<file path="config.mk">
export PLATFORM = sky130hd
export DESIGN_NAME = if_fetch_unit
export DESIGN_NICKNAME = d
export VERILOG_FILES = /design/src/rtl/if_fetch_unit.sv
export SDC_FILE = /design/constraint.sdc
export NUM_CORES = 1
export LEC_CHECK = 0
export BUFFER_PORTS_ARGS = -buffer_cell sky130_fd_sc_hd__clkbuf_2
export CAP_MARGIN = 25
export CORE_ASPECT_RATIO = 1.4
export CORE_MARGIN = 2
export CORE_UTILIZATION = 58
export CTS_BUF_LIST = sky130_fd_sc_hd__clkbuf_8
export DETAILED_ROUTE_END_ITERATION = 7
export PLACE_DENSITY = 0.83
export SYNTH_ARGS = -nofsm -noshare
export SYNTH_HDL_FRONTEND = slang
export SYNTH_SLANG_ARGS = --single-unit
</file>
<file path="constraint.sdc">
create_clock -name clk -period 3.62 [get_ports clk]
set_input_delay 0.543 -clock clk [delete_from_list [all_inputs] [get_ports clk]]
set_output_delay 0.543 -clock clk [all_outputs]
set_load 0.02 [all_outputs]
</file>
<file path="src/rtl/if_fetch_unit.sv">
// Instruction-fetch stage: owns the fetch PC, issues one-outstanding req/ack reads,
// and buffers returned words with their PCs in a shift queue whose head feeds IF/ID.
module if_fetch_unit #(
  parameter logic [31:0] RESET_PC = 32'h0000_0000,
  parameter int          DEPTH    = 2
) (
  input  logic        clk,
  input  logic        reset,
  input  logic        stall,
  input  logic        redirect,
  input  logic [31:0] redirect_pc,
  output logic        imem_req,
  output logic [31:0] imem_addr,
  input  logic        imem_ack,
  input  logic [31:0] imem_rdata,
  output logic [31:0] instr_out,
  output logic [31:0] pc_out,
  output logic        valid_out
);

  localparam int CW = $clog2(DEPTH + 1);

  typedef enum logic [1:0] {
    IDLE    = 2'b00,
    REQ     = 2'b01,
    DISCARD = 2'b10
  } state_t;

  state_t          state_q, state_d;
  logic [31:0]     fetch_pc_q, fetch_pc_d;
  logic            req_q, req_d;
  logic [31:0]     addr_q, addr_d;
  logic [CW-1:0]   count_q, count_d;
  logic [31:0]     instr_q [DEPTH];
  logic [31:0]     instr_d [DEPTH];
  logic [31:0]     pc_q    [DEPTH];
  logic [31:0]     pc_d    [DEPTH];
  logic            vld_q   [DEPTH];
  logic            vld_d   [DEPTH];
  logic            pop_s, push_s, space_s;
  logic [CW-1:0]   wr_idx_s;

  // Next-state: queue shift/insert, fetch PC and request FSM
  always_comb begin
    pop_s      = vld_q[0] & ~stall;
    push_s     = (state_q == REQ) & imem_ack & ~redirect;
    wr_idx_s   = count_q - CW'(pop_s);
    instr_d    = instr_q;
    pc_d       = pc_q;
    vld_d      = vld_q;
    count_d    = count_q;
    fetch_pc_d = fetch_pc_q;
    state_d    = state_q;
    req_d      = req_q;
    addr_d     = addr_q;

    // Entries beyond the valid count are kept at zero so the head reads 0 when empty.
    if (redirect) begin
      for (int i = 0; i < DEPTH; i++) begin
        instr_d[i] = 32'h0;
        pc_d[i]    = 32'h0;
        vld_d[i]   = 1'b0;
      end
      count_d    = '0;
      fetch_pc_d = redirect_pc & 32'hFFFF_FFFC;
    end else begin
      if (pop_s) begin
        for (int i = 0; i < DEPTH - 1; i++) begin
          instr_d[i] = instr_q[i+1];
          pc_d[i]    = pc_q[i+1];
          vld_d[i]   = vld_q[i+1];
        end
        instr_d[DEPTH-1] = 32'h0;
        pc_d[DEPTH-1]    = 32'h0;
        vld_d[DEPTH-1]   = 1'b0;
      end else begin
        vld_d = vld_q;
      end
      if (push_s) begin
        for (int i = 0; i < DEPTH; i++) begin
          if (CW'(i) == wr_idx_s) begin
            instr_d[i] = imem_rdata;
            pc_d[i]    = fetch_pc_q;
            vld_d[i]   = 1'b1;
          end else begin
            vld_d[i] = vld_d[i];
          end
        end
        fetch_pc_d = fetch_pc_q + 32'd4;
      end else begin
        fetch_pc_d = fetch_pc_q;
      end
      count_d = count_q - CW'(pop_s) + CW'(push_s);
    end

    space_s = (count_d < CW'(DEPTH));

    case (state_q)
      IDLE: begin
        if (redirect || space_s) begin
          state_d = REQ;
          req_d   = 1'b1;
          addr_d  = fetch_pc_d;
        end else begin
          state_d = IDLE;
        end
      end
      REQ: begin
        if (imem_ack) begin
          if (space_s) begin
            state_d = REQ;
            addr_d  = fetch_pc_d;
          end else begin
            state_d = IDLE;
            req_d   = 1'b0;
          end
        end else if (redirect) begin
          state_d = DISCARD;
        end else begin
          state_d = REQ;
        end
      end
      // Stale read still in flight: its data is dropped, then fetch the latest target.
      DISCARD: begin
        if (imem_ack) begin
          state_d = REQ;
          addr_d  = fetch_pc_d;
        end else begin
          state_d = DISCARD;
        end
      end
      default: begin
        state_d = IDLE;
        req_d   = 1'b0;
      end
    endcase
  end

  // State registers with synchronous reset
  always_ff @(posedge clk) begin
    if (reset) begin
      state_q    <= IDLE;
      fetch_pc_q <= RESET_PC;
      req_q      <= 1'b0;
      addr_q     <= 32'h0;
      count_q    <= '0;
      for (int i = 0; i < DEPTH; i++) begin
        instr_q[i] <= 32'h0;
        pc_q[i]    <= 32'h0;
        vld_q[i]   <= 1'b0;
      end
    end else begin
      state_q    <= state_d;
      fetch_pc_q <= fetch_pc_d;
      req_q      <= req_d;
      addr_q     <= addr_d;
      count_q    <= count_d;
      instr_q    <= instr_d;
      pc_q       <= pc_d;
      vld_q      <= vld_d;
    end
  end

  assign imem_req  = req_q;
  assign imem_addr = addr_q;
  assign instr_out = instr_q[0];
  assign pc_out    = pc_q[0];
  assign valid_out = vld_q[0];

endmodule

</file>
==> impl_metrics.env, run 1 <==
export IMPL_crit_fanout=20
export IMPL_place_hpwl_um=14100
export IMPL_dieWidth_um=110
export IMPL_outcome="completed"
export IMPL_ys_ff_latch=199
export IMPL_core_area_um2=15500
export IMPL_worst_slew_pin_slew_ps=810
export IMPL_ff2ff_setup_slack_ps=630
export IMPL_setup_tns_ps=0
export IMPL_clock_path_buffers=2
export IMPL_vias=8144
export IMPL_place_gp_congestion=0.921
export IMPL_drtIter0Drc=862
export IMPL_wl_um=21900
export IMPL_leakage_nw=3.66
export IMPL_overflow=0
export IMPL_max_freq_mhz=335
export IMPL_synthCells=1145
export IMPL_syn_area_per_cell_um2=7.94
export IMPL_post_cts_buffers=0
export IMPL_finish_utilization_pct=63.5
export IMPL_io_pins=167
export IMPL_setup_ws_ps=632
export IMPL_syn_area_um2=9090
export IMPL_n_antenna_cell=0
export IMPL_die_y_um=152
export IMPL_cp_data_arrival_time_ps=3370
export IMPL_firstDrtPassIters=5
export IMPL_cts_htree_levels=4
export IMPL_synth_top_flop_cell="dfxtp_1"
export IMPL_initial_utilization_pct=58.7
export IMPL_preCtsSetupSlack_ps=246
export IMPL_grt_pass1_vias=7185
export IMPL_hold_viol_final=0
export IMPL_path_class="reg -> reg"
export IMPL_peakVddDrop_mv=0.274
export IMPL_placementRows=54
export IMPL_layout_common_cells="nand2_1 (237), dfxtp_1 (199), clkbuf_2 (164)"
export IMPL_slew_viol_final=0
export IMPL_tritoncts="yes"
export IMPL_yosysWarnings=0
export IMPL_die_area_um2=16700
export IMPL_p_per_area_nw_per_um2=431
export IMPL_nets=1248
export IMPL_grt_max_degree=87
export IMPL_ant_nets=0
export IMPL_drc=0
export IMPL_hold_path_class="in -> reg"
export IMPL_synth_edf_count=0
export IMPL_ctsResizeCount=0
export IMPL_cts_buffers=17
export IMPL_fin_crit_sh_pct=82.5
export IMPL_layout_commonest_cell="nand2_1"
export IMPL_grt_pass1_wl_um=35200
export IMPL_critical_path_required_ps=4000
export IMPL_vias_per_cell=5.88
export IMPL_rsz0062_at_grt="false"
export IMPL_setup_viol=0
export IMPL_synth_async_reset_ratio_pct=0
export IMPL_finClkSkew_ps=13.8
export IMPL_area_growth_pct=8.08
export IMPL_cts_sinks=199
export IMPL_cts_hold_buffers=0
export IMPL_yosysSeqAreaShare_pct=43.8
export IMPL_slew_limit_headroom_pct=45.5
export IMPL_antenna_found_initial=0
export IMPL_drv_cap=0
export IMPL_layout_drive_gt1_share_pct=18.9
export IMPL_clkLatencyLatePin_ps=460
export IMPL_clkSlewWorstSetupHoldPaths_ps=100
export IMPL_portBuffers=164
export IMPL_post_synth_num_cell_types=67
export IMPL_syn_nets=1217
export IMPL_critPathCaptureType="register"
export IMPL_wl_per_cell_um=15.8
export IMPL_clock_root_buffer="clkbuf_8"
export IMPL_startpoint_type="register"
export IMPL_fin_crit_ps=2990
export IMPL_grt_total_usage_pct=25.9
==> worst paths after layout <==
kind / startpoint / to / cells after the start
min reg2reg: vld_q[0] / vld_q[0] / 2
max reg2reg: valid_out / imem_addr[9] / 9
max: valid_out / imem_addr[9] / 9
min: imem_rdata[8] / instr_q[8] / 3
==> Yosys cell counts (all sizes together) (2+ instances only) <==
library cell	n	area, um^2
a211oi	12	95.1
a21o	4	30.0
a21oi	84	420
a22o	2	17.5
a311oi	64	561
a31oi	4	25.0
and2	9	56.3
and3	5	32.5
and4	7	63.8
buf	90	628
clkbuf	76	298
dfxtp	199	3980
ha	3	37.5
inv	6	22.5
mux2i	3	30.0
nand2	237	890
nand2b	3	18.8
nand3	79	395
nand3b	12	90.1
nand4	14	93.8
nand4b	2	17.5
nor2	112	420
nor2b	4	25.0
nor3	26	130
nor3b	5	37.5
nor4	6	65.1
nor4b	2	17.5
o211a	3	30.0
o211ai	2	15.0
o21a	4	30.0
o21ai	18	90.1
o21bai	3	22.5
o31a	5	43.8
o31ai	3	22.5
o32ai	2	17.5
o41ai	6	52.6
or3	3	18.8
or4	2	18.8
xnor2	8	70.1
xor2	2	17.5
==> critical path, cell delays in order (launching register included) <==
cell and delay [ps]:
dfxtp_1 350, nand2b_4 80, inv_2 50, ha_1 320
inv_1 90, ha_1 200, xnor3_1 440, o32a_1 700
nand2b_1 380, o31ai_1 280
==> power breakdown <==
group	leakage (nW)	switching (W)	internal (W)
registers	1.62	0.0000782	0.00226
logic	1.82	0.000264	0.000149
clock network	0.222	0.000735	0.000747
total	3.66	0.00108	0.00315
==> registers in the layout, indices dropped and copies added, names as in the netlist <==
| name | cells |
|---|---|
| count_q | 2 |
| fetch_pc_q | 32 |
| imem_addr | 32 |
| imem_req | 1 |
| instr_out | 32 |
| instr_q | 32 |
| pc_out | 32 |
| pc_q | 32 |
| state_q | 2 |
| valid_out | 1 |
| vld_q | 1 |
==> kinds of logic (layout without fill, tap and decap cells) <==
family | after synthesis | count (layout) | share of synthesized area [%]
buffers and inverters | 174 | 217 | 10.6
xor gates and xnor gates | 11 | 11 | 1.21
muxes | 3 | 3 | 0.330
AOI/OAI and AO/OA | 223 | 223 | 16.9
adders and majority gates | 3 | 3 | 0.413
and+or+nand+nor | 532 | 532 | 26.7
DFF | 199 | 199 | 43.8
==> routing by layer <==
metal / wire length, um / GRT usage, % / share of wire (%) / up-vias
met2: 10200 / 40.3 / 47 / 317
met4: 720 / 10.5 / 3.3 / 0
met5: 0 / 0 / 0 / -
met1: 9430 / 34.9 / 43 / 3784
met3: 1470 / 5.19 / 6.7 / 55
li1: - / - / - / 3988
==> per-stage QoR <==
step	cells	hold WS (ps)	power, W	area (um^2)
after floorplan	1145	433	0.00266	9090
after global placement	1353	438	0.00279	9410
after detailed placement	1353	448	0.00279	9410
after CTS	1384	286	0.00426	9820
after global routing	1384	284	0.00440	9820
final	1384	308	0.00423	9820
==> cell type report <==
cell class	count	area (um^2)
flip-flops and latches	199	3980
fillers	1375	5650
multi-input cells	772	4180
inverters	7	26.3
repair buffers	179	971
clock inverters	10	128
well taps	196	245
clock buffers	21	289
Note: power is estimated with default switching activity, not from simulation.
==> run 2: changes to the inputs <==
--- a/config.mk
+++ b/config.mk
@@ -9,10 +9,10 @@
 export CAP_MARGIN = 25
 export CORE_ASPECT_RATIO = 1.4
 export CORE_MARGIN = 2
-export CORE_UTILIZATION = 58
+export CORE_UTILIZATION = 52
 export CTS_BUF_LIST = sky130_fd_sc_hd__clkbuf_8
 export DETAILED_ROUTE_END_ITERATION = 7
-export PLACE_DENSITY = 0.83
+export PLACE_DENSITY = 0.78
 export SYNTH_ARGS = -nofsm -noshare
 export SYNTH_HDL_FRONTEND = slang
 export SYNTH_SLANG_ARGS = --single-unit
==> constraint.sdc (replaced) <==
create_clock -name clk -period 2.6 [get_ports clk]
set_input_delay 0.39 -clock clk [delete_from_list [all_inputs] [get_ports clk]]
set_output_delay 0.39 -clock clk [all_outputs]
set_load 0.02 [all_outputs]
==> run 2 against run 1 <==
  * Global-route usage down 1.5 points
  * Clock power up 48%
  * Die area up 11%
  * Critical path type unchanged
  * Largest cell class unchanged
  * Largest power group unchanged
  * Highest routed layer unchanged
==> impl_metrics.env, run 2 (same netlist as run 1, synthesis figures left out) <==
export IMPL_critPathCaptureType="register"
export IMPL_die_area_um2=18600
export IMPL_io_pins=167
export IMPL_startpoint_type="register"
export IMPL_cp_top_family="compound AO/OA/AOI/OAI gates"
export IMPL_portBuffers=164
export IMPL_worstPathCellList="nand2b_4 -> inv_2 -> ha_1 -> inv_1 -> ha_1 -> xnor3_1 -> o32a_1 -> nand2b_1 -> o31ai_1"
export IMPL_grt_pass1_vias=7529
export IMPL_clkLatencyLatePin_ps=460
export IMPL_place_gp_congestion=0.970
export IMPL_slew_viol_final=0
export IMPL_setup_tns_ps=0
export IMPL_overflow=0
export IMPL_drv_cap=0
export IMPL_grt_max_degree=87
export IMPL_cp_data_arrival_time_ps=2850
export IMPL_cp_num_buf_inv=2
export IMPL_post_cts_buffers=0
export IMPL_preCtsSetupSlack_ps=-55.7
export IMPL_ant_nets=0
export IMPL_comb_power_share_pct=10.7
export IMPL_vias_per_cell=5.64
export IMPL_tritoncts="yes"
export IMPL_grt_use_met2_pct=39.4
export IMPL_die_y_um=160
export IMPL_layout_common_cells="nand2_1 (237), dfxtp_1 (198), clkbuf_2 (164)"
export IMPL_ctsResizeCount=0
export IMPL_clock_path_buffers=2
export IMPL_grt_total_usage_pct=24.4
export IMPL_fillCellCount=1608
export IMPL_max_stage_delay_ps=480
export IMPL_seq_power_share_pct=53.2
export IMPL_switching_share_pct=26.4
export IMPL_p_int_w=0.00447
export IMPL_multiInputGateArea_um2=4180
export IMPL_layout_drive_gt1_share_pct=21.2
export IMPL_wl_per_cell_um=15.5
export IMPL_firstDrtPassIters=5
export IMPL_critical_path_required_ps=2980
export IMPL_setup_viol=0
export IMPL_cts_buffers=17
export IMPL_p_per_area_nw_per_um2=597
export IMPL_crit_slowest_cell="o32a_1"
export IMPL_path_common_cell="ha_1"
export IMPL_worst_slew_pin_slew_ps=726
export IMPL_fin_crit_ps=2470
export IMPL_cts_htree_levels=4
export IMPL_cts_sinks=199
export IMPL_placementRows=57
export IMPL_layout_commonest_cell="nand2_1"
export IMPL_use_met3_pct=4.26
export IMPL_wl_um=22600
export IMPL_finish_utilization_pct=58.8
export IMPL_core_area_um2=17300
export IMPL_rsz0062_at_grt="false"
export IMPL_drc=0
export IMPL_register_area_um2=3990
export IMPL_peakVddDrop_mv=0.359
export IMPL_antenna_found_initial=0
export IMPL_hold_viol_final=0
export IMPL_p_switching_w=0.00160
export IMPL_clock_root_buffer="clkbuf_8"
export IMPL_final_cells=1454
export IMPL_finClkSkew_ps=13.4
export IMPL_crit_fanout=10
export IMPL_grt_met1_usage_pct=32.1
export IMPL_grt_pass1_wl_um=37000
export IMPL_vias=8196
export IMPL_fin_crit_sh_pct=94.9
export IMPL_nets=1277
export IMPL_leakage_nw=3.81
export IMPL_worst_hold_slack_ps=149
export IMPL_dp_cells=1422
export IMPL_hold_path_class="in -> reg"
export IMPL_slew_limit_headroom_pct=51.6
export IMPL_pwr_share_clk_pct=36.1
export IMPL_setup_ws_ps=132
export IMPL_drtIter0Drc=706
export IMPL_path_class="reg -> reg"
export IMPL_grt_busiest_layer="met2"
export IMPL_initial_utilization_pct=52.7
export IMPL_clkSlewWorstSetupHoldPaths_ps=100
export IMPL_place_hpwl_um=15000
export IMPL_area_growth_pct=11.7
export IMPL_n_antenna_cell=0
export IMPL_dieWidth_um=116
export IMPL_outcome="completed"
export IMPL_max_freq_mhz=405
export IMPL_cts_hold_buffers=0
## run 2: tightest hold or removal path, delay by kind of cell
kind | cells | cell delay [ps]
compound gates | 1 | 50
simple gates | 1 | 50
buf+inv | 1 | 90
## run 2: layer usage
metal | part of all wire, % | wire (um)
met5 | 0 | 0
met4 | 3.0 | 680
met3 | 5.2 | 1170
met2 | 48 | 10900
met1 | 43 | 9780
## run 2: through the flow
step	cell area, um^2	total power (W)
6_report	10200	0.00606
5_1_grt	10200	0.00630
4_1_cts	10200	0.00611
3_5_place_dp	9710	0.00394
3_3_place_gp	9710	0.00393
2_1_floorplan	9100	0.00371
## run 2: power by group through the flow
stage,clock [W],combinational (W),sequential [W]
6_report,0.00219,0.000652,0.00322
3_5_place_dp,0,0.000647,0.00329
5_1_grt,0.00235,0.000706,0.00324
4_1_cts,0.00224,0.000650,0.00322
3_3_place_gp,0,0.000635,0.00329
2_1_floorplan,0,0.000386,0.00332
## run 2: final timing paths
| check | startpoint | cells after the start | endpoint | slack [ps] |
|---|---|---|---|---|
| worst max-delay path | valid_out | 9 | imem_addr[9] | 130 |
| worst min-delay path | imem_rdata[7] | 3 | instr_q[7] | 150 |
| worst max register to register | valid_out | 9 | imem_addr[9] | 130 |
| worst min register to register | vld_q[0] | 2 | vld_q[0] | 460 |
## run 2: layout make-up
type | instances | share of cell area [%]
Timing Repair Buffer | 208 | 12.1
Inverter | 7 | 0.259
Clock buffer | 18 | 2.44
Multi-Input combinational cell | 772 | 41.2
Clock inverter | 14 | 1.92
Tap cell | 236 | 2.91
Sequential cell | 199 | 39.2
==> run 3: changes to the inputs <==
--- a/config.mk
+++ b/config.mk
@@ -5,14 +5,15 @@
 export SDC_FILE = /design/constraint.sdc
 export NUM_CORES = 1
 export LEC_CHECK = 0
+export ABC_AREA = 1
 export BUFFER_PORTS_ARGS = -buffer_cell sky130_fd_sc_hd__clkbuf_2
 export CAP_MARGIN = 25
 export CORE_ASPECT_RATIO = 1.4
 export CORE_MARGIN = 2
-export CORE_UTILIZATION = 52
+export CORE_UTILIZATION = 53
 export CTS_BUF_LIST = sky130_fd_sc_hd__clkbuf_8
 export DETAILED_ROUTE_END_ITERATION = 7
-export PLACE_DENSITY = 0.78
+export PLACE_DENSITY = 0.79
 export SYNTH_ARGS = -nofsm -noshare
 export SYNTH_HDL_FRONTEND = slang
 export SYNTH_SLANG_ARGS = --single-unit
==> run 3 against run 2 <==
  * Synthesized area is 6.2% higher
  * Non-clock buffer count fell by 29
  * Hold slack improved by 35 ps
  * Clock skew decreased by 2.4 ps
  * Count of clock-buffer cells in the layout unchanged
  * Core utilization shrank 0.17 points
  * Combinational power grew 9.7%
  * Setup slack improved by 200 ps
  * Sequential cell count unchanged
  * Fmax up 8.9%
  * Synthesized cell count up 15%
  * Critical path type unchanged
  * Largest power group unchanged
  * Highest routed layer unchanged
==> impl_metrics.env, run 3 <==
export IMPL_outcome="completed"
export IMPL_syn_area_per_cell_um2=7.34
export IMPL_critPathCaptureType="register"
export IMPL_worst_slew_pin_slew_ps=765
export IMPL_tritoncts="yes"
export IMPL_path_class="reg -> reg"
export IMPL_max_freq_mhz=441
export IMPL_cts_buffers=17
export IMPL_max_stage_delay_ps=350
export IMPL_hold_path_class="in -> reg"
export IMPL_wl_per_cell_um=14.1
export IMPL_crit_fanout=34
export IMPL_vias=8548
export IMPL_crit_slowest_cell="dfxtp_1"
export IMPL_yosysWarnings=0
export IMPL_critical_path_required_ps=2970
export IMPL_clock_root_buffer="clkbuf_8"
export IMPL_grt_max_degree=130
export IMPL_die_y_um=164
export IMPL_ff2ff_setup_slack_ps=330
export IMPL_ant_nets=0
export IMPL_comb_power_share_pct=11.5
export IMPL_grt_pass1_vias=7654
export IMPL_overflow=0
export IMPL_vias_per_cell=5.29
export IMPL_cts_hold_buffers=0
export IMPL_total_power_w=0.00621
export IMPL_slew_limit_headroom_pct=49.0
export IMPL_grt_total_usage_pct=23.1
export IMPL_p_switching_w=0.00165
export IMPL_syn_area_um2=9650
export IMPL_synth_top_flop_cell="dfxtp_1"
export IMPL_r2r_end="imem_addr[8]"
export IMPL_grt_pass1_wl_um=36900
export IMPL_ctsResizeCount=0
export IMPL_synth_async_reset_ratio_pct=0
export IMPL_dieWidth_um=118
export IMPL_hold_viol_final=0
export IMPL_synth_top_area_share_pct=41.3
export IMPL_drv_cap=0
export IMPL_leakage_nw=4.35
export IMPL_worstPathCellList="inv_1 -> nor2_4 -> ha_1 -> inv_1 -> ha_1 -> nand2_1 -> nand3_1 -> nand2_1 -> inv_2 -> nand2_2 -> nand2_4 -> inv_1 -> nor2_1 -> nor2_1"
export IMPL_syn_nets=1387
export IMPL_peakVddDrop_mv=0.329
export IMPL_n_antenna_cell=0
export IMPL_yosysMostFrequentCell="nand2_1"
export IMPL_portBuffers=164
export IMPL_firstDrtPassIters=7
export IMPL_pwr_share_clk_pct=36.3
export IMPL_setup_tns_ps=0
export IMPL_clock_path_buffers=2
export IMPL_clkLatencyLatePin_ps=470
export IMPL_fin_crit_ps=2270
export IMPL_cp_top_family="simple AND/OR/NAND/NOR gates"
export IMPL_nets=1437
export IMPL_synth_edf_count=0
export IMPL_cts_sinks=199
export IMPL_layout_common_cells="nand2_1 (334), dfxtp_1 (199), clkbuf_2 (164)"
export IMPL_synth_top_area_cell="dfxtp_1"
export IMPL_synthTopCellsByArea="dfxtp_1 (41%), nand2_1 (13%), a311oi_2 (6.5%), o21ai_0 (5.4%), buf_4 (5.1%)"
export IMPL_area_growth_pct=8.99
export IMPL_setup_viol=0
export IMPL_ys_ff_latch=199
export IMPL_path_depth=14
export IMPL_rsz0062_at_grt="false"
export IMPL_placementRows=58
export IMPL_clkSlewWorstSetupHoldPaths_ps=100
export IMPL_layout_commonest_cell="nand2_1"
export IMPL_place_gp_congestion=0.843
export IMPL_cp_data_arrival_time_ps=2640
export IMPL_core_area_um2=17900
export IMPL_reg2reg_depth=14
export IMPL_drc=0
export IMPL_cp_endpoint="imem_addr[8]"
export IMPL_reg2reg_from="valid_out"
export IMPL_fillCellCount=1675
export IMPL_multiInputGateArea_um2=4380
export IMPL_die_area_um2=19300
export IMPL_antenna_found_initial=0
export IMPL_yosysSeqAreaShare_pct=41.3
export IMPL_wl_um=22700
export IMPL_fin_crit_sh_pct=87.2
export IMPL_cp_num_buf_inv=4
export IMPL_path_common_cell="inv_1"
export IMPL_slew_viol_final=0
export IMPL_post_cts_buffers=0
export IMPL_drtIter0Drc=659
export IMPL_p_per_area_nw_per_um2=591
export IMPL_layout_drive_gt1_share_pct=20.3
export IMPL_synthCells=1315
export IMPL_worst_hold_slack_ps=185
export IMPL_finClkSkew_ps=11.0
export IMPL_post_synth_num_cell_types=38
export IMPL_io_pins=167
export IMPL_cts_htree_levels=4
export IMPL_seq_power_share_pct=52.2
export IMPL_register_area_um2=3980
export IMPL_startpoint_type="register"
export IMPL_crit_path_start="valid_out"
export IMPL_ys_top_cells_by_count="nand2_1 (334), dfxtp_1 (199), nor2_1 (115)"
export IMPL_place_hpwl_um=15000
export IMPL_initial_utilization_pct=53.8
export IMPL_p_int_w=0.00456
export IMPL_switching_share_pct=26.6
## run 3: worst reg2reg max path: stages (launching register included)
cell and delay (ps):
dfxtp_1 350, inv_1 70, nor2_4 100, ha_1 230
inv_1 140, ha_1 200, nand2_1 60, nand3_1 120
nand2_1 80, inv_2 70, nand2_2 70, nand2_4 270
inv_1 210, nor2_1 140, nor2_1 50
## run 3: metal layers
layer | routed length (um) | track usage, % | part of all wire [%]
met3 | 1060 | 4.02 | 4.7
met4 | 408 | 7.67 | 1.8
met5 | 0 | 0 | 0
met1 | 10200 | 30.0 | 45
met2 | 11000 | 38.8 | 49
## run 3: final cells by class
type                    instances  area share, %
well taps                     240           2.86
multi-input cells             858           41.7
clock inverters                12           1.89
flip-flops and latches        199           37.9
inverters                     110           3.96
clock buffers                  18           2.36
repair buffers                179           9.35
## run 3: kinds of logic (layout without fill, tap and decap cells)
| family | count (synthesis) | count (layout) | share of synthesized area (%) |
|---|---|---|---|
| XOR/XNOR | 4 | 4 | 0.363 |
| adder cells (fa/ha/maj) | 3 | 3 | 0.389 |
| AO/OA/AOI/OAI | 270 | 270 | 18.9 |
| flip-flops | 199 | 199 | 41.3 |
| AND/OR/NAND/NOR | 581 | 581 | 25.6 |
| buffers and inverters | 258 | 319 | 13.5 |
## run 3: worst min path at each step
stage	start	to	slack, ps	cells after the start
global placement	vld_q[0]	vld_q[0]	450	2
CTS	redirect_pc[31]	fetch_pc_q[31]	160	3
floorplan	fetch_pc_q[1]	fetch_pc_q[1]	440	2
detailed placement	vld_q[0]	vld_q[0]	450	2
global route	redirect_pc[20]	fetch_pc_q[20]	160	3
finish	redirect_pc[22]	fetch_pc_q[22]	180	3
## run 3: power groups by stage
stage                     logic, W  clock network, W  registers, W
after detailed placement  0.000712                 0       0.00331
after floorplan           0.000470                 0       0.00335
final                     0.000715           0.00225       0.00324
after global routing      0.000796           0.00241       0.00326
after global placement    0.000700                 0       0.00331
after CTS                 0.000717           0.00230       0.00324
## run 3: stage by stage
| stage | setup WS, ps | util (%) | area, um^2 | instances |
|---|---|---|---|---|
| floorplan | 47.2 | - | 9650 | 1315 |
| global placement | 225 | 56.2 | 10100 | 1586 |
| detailed placement | 204 | 56.2 | 10100 | 1586 |
| CTS | 293 | 58.7 | 10500 | 1616 |
| global route | 102 | 58.7 | 10500 | 1616 |
| finish | 334 | 58.7 | 10500 | 1616 |
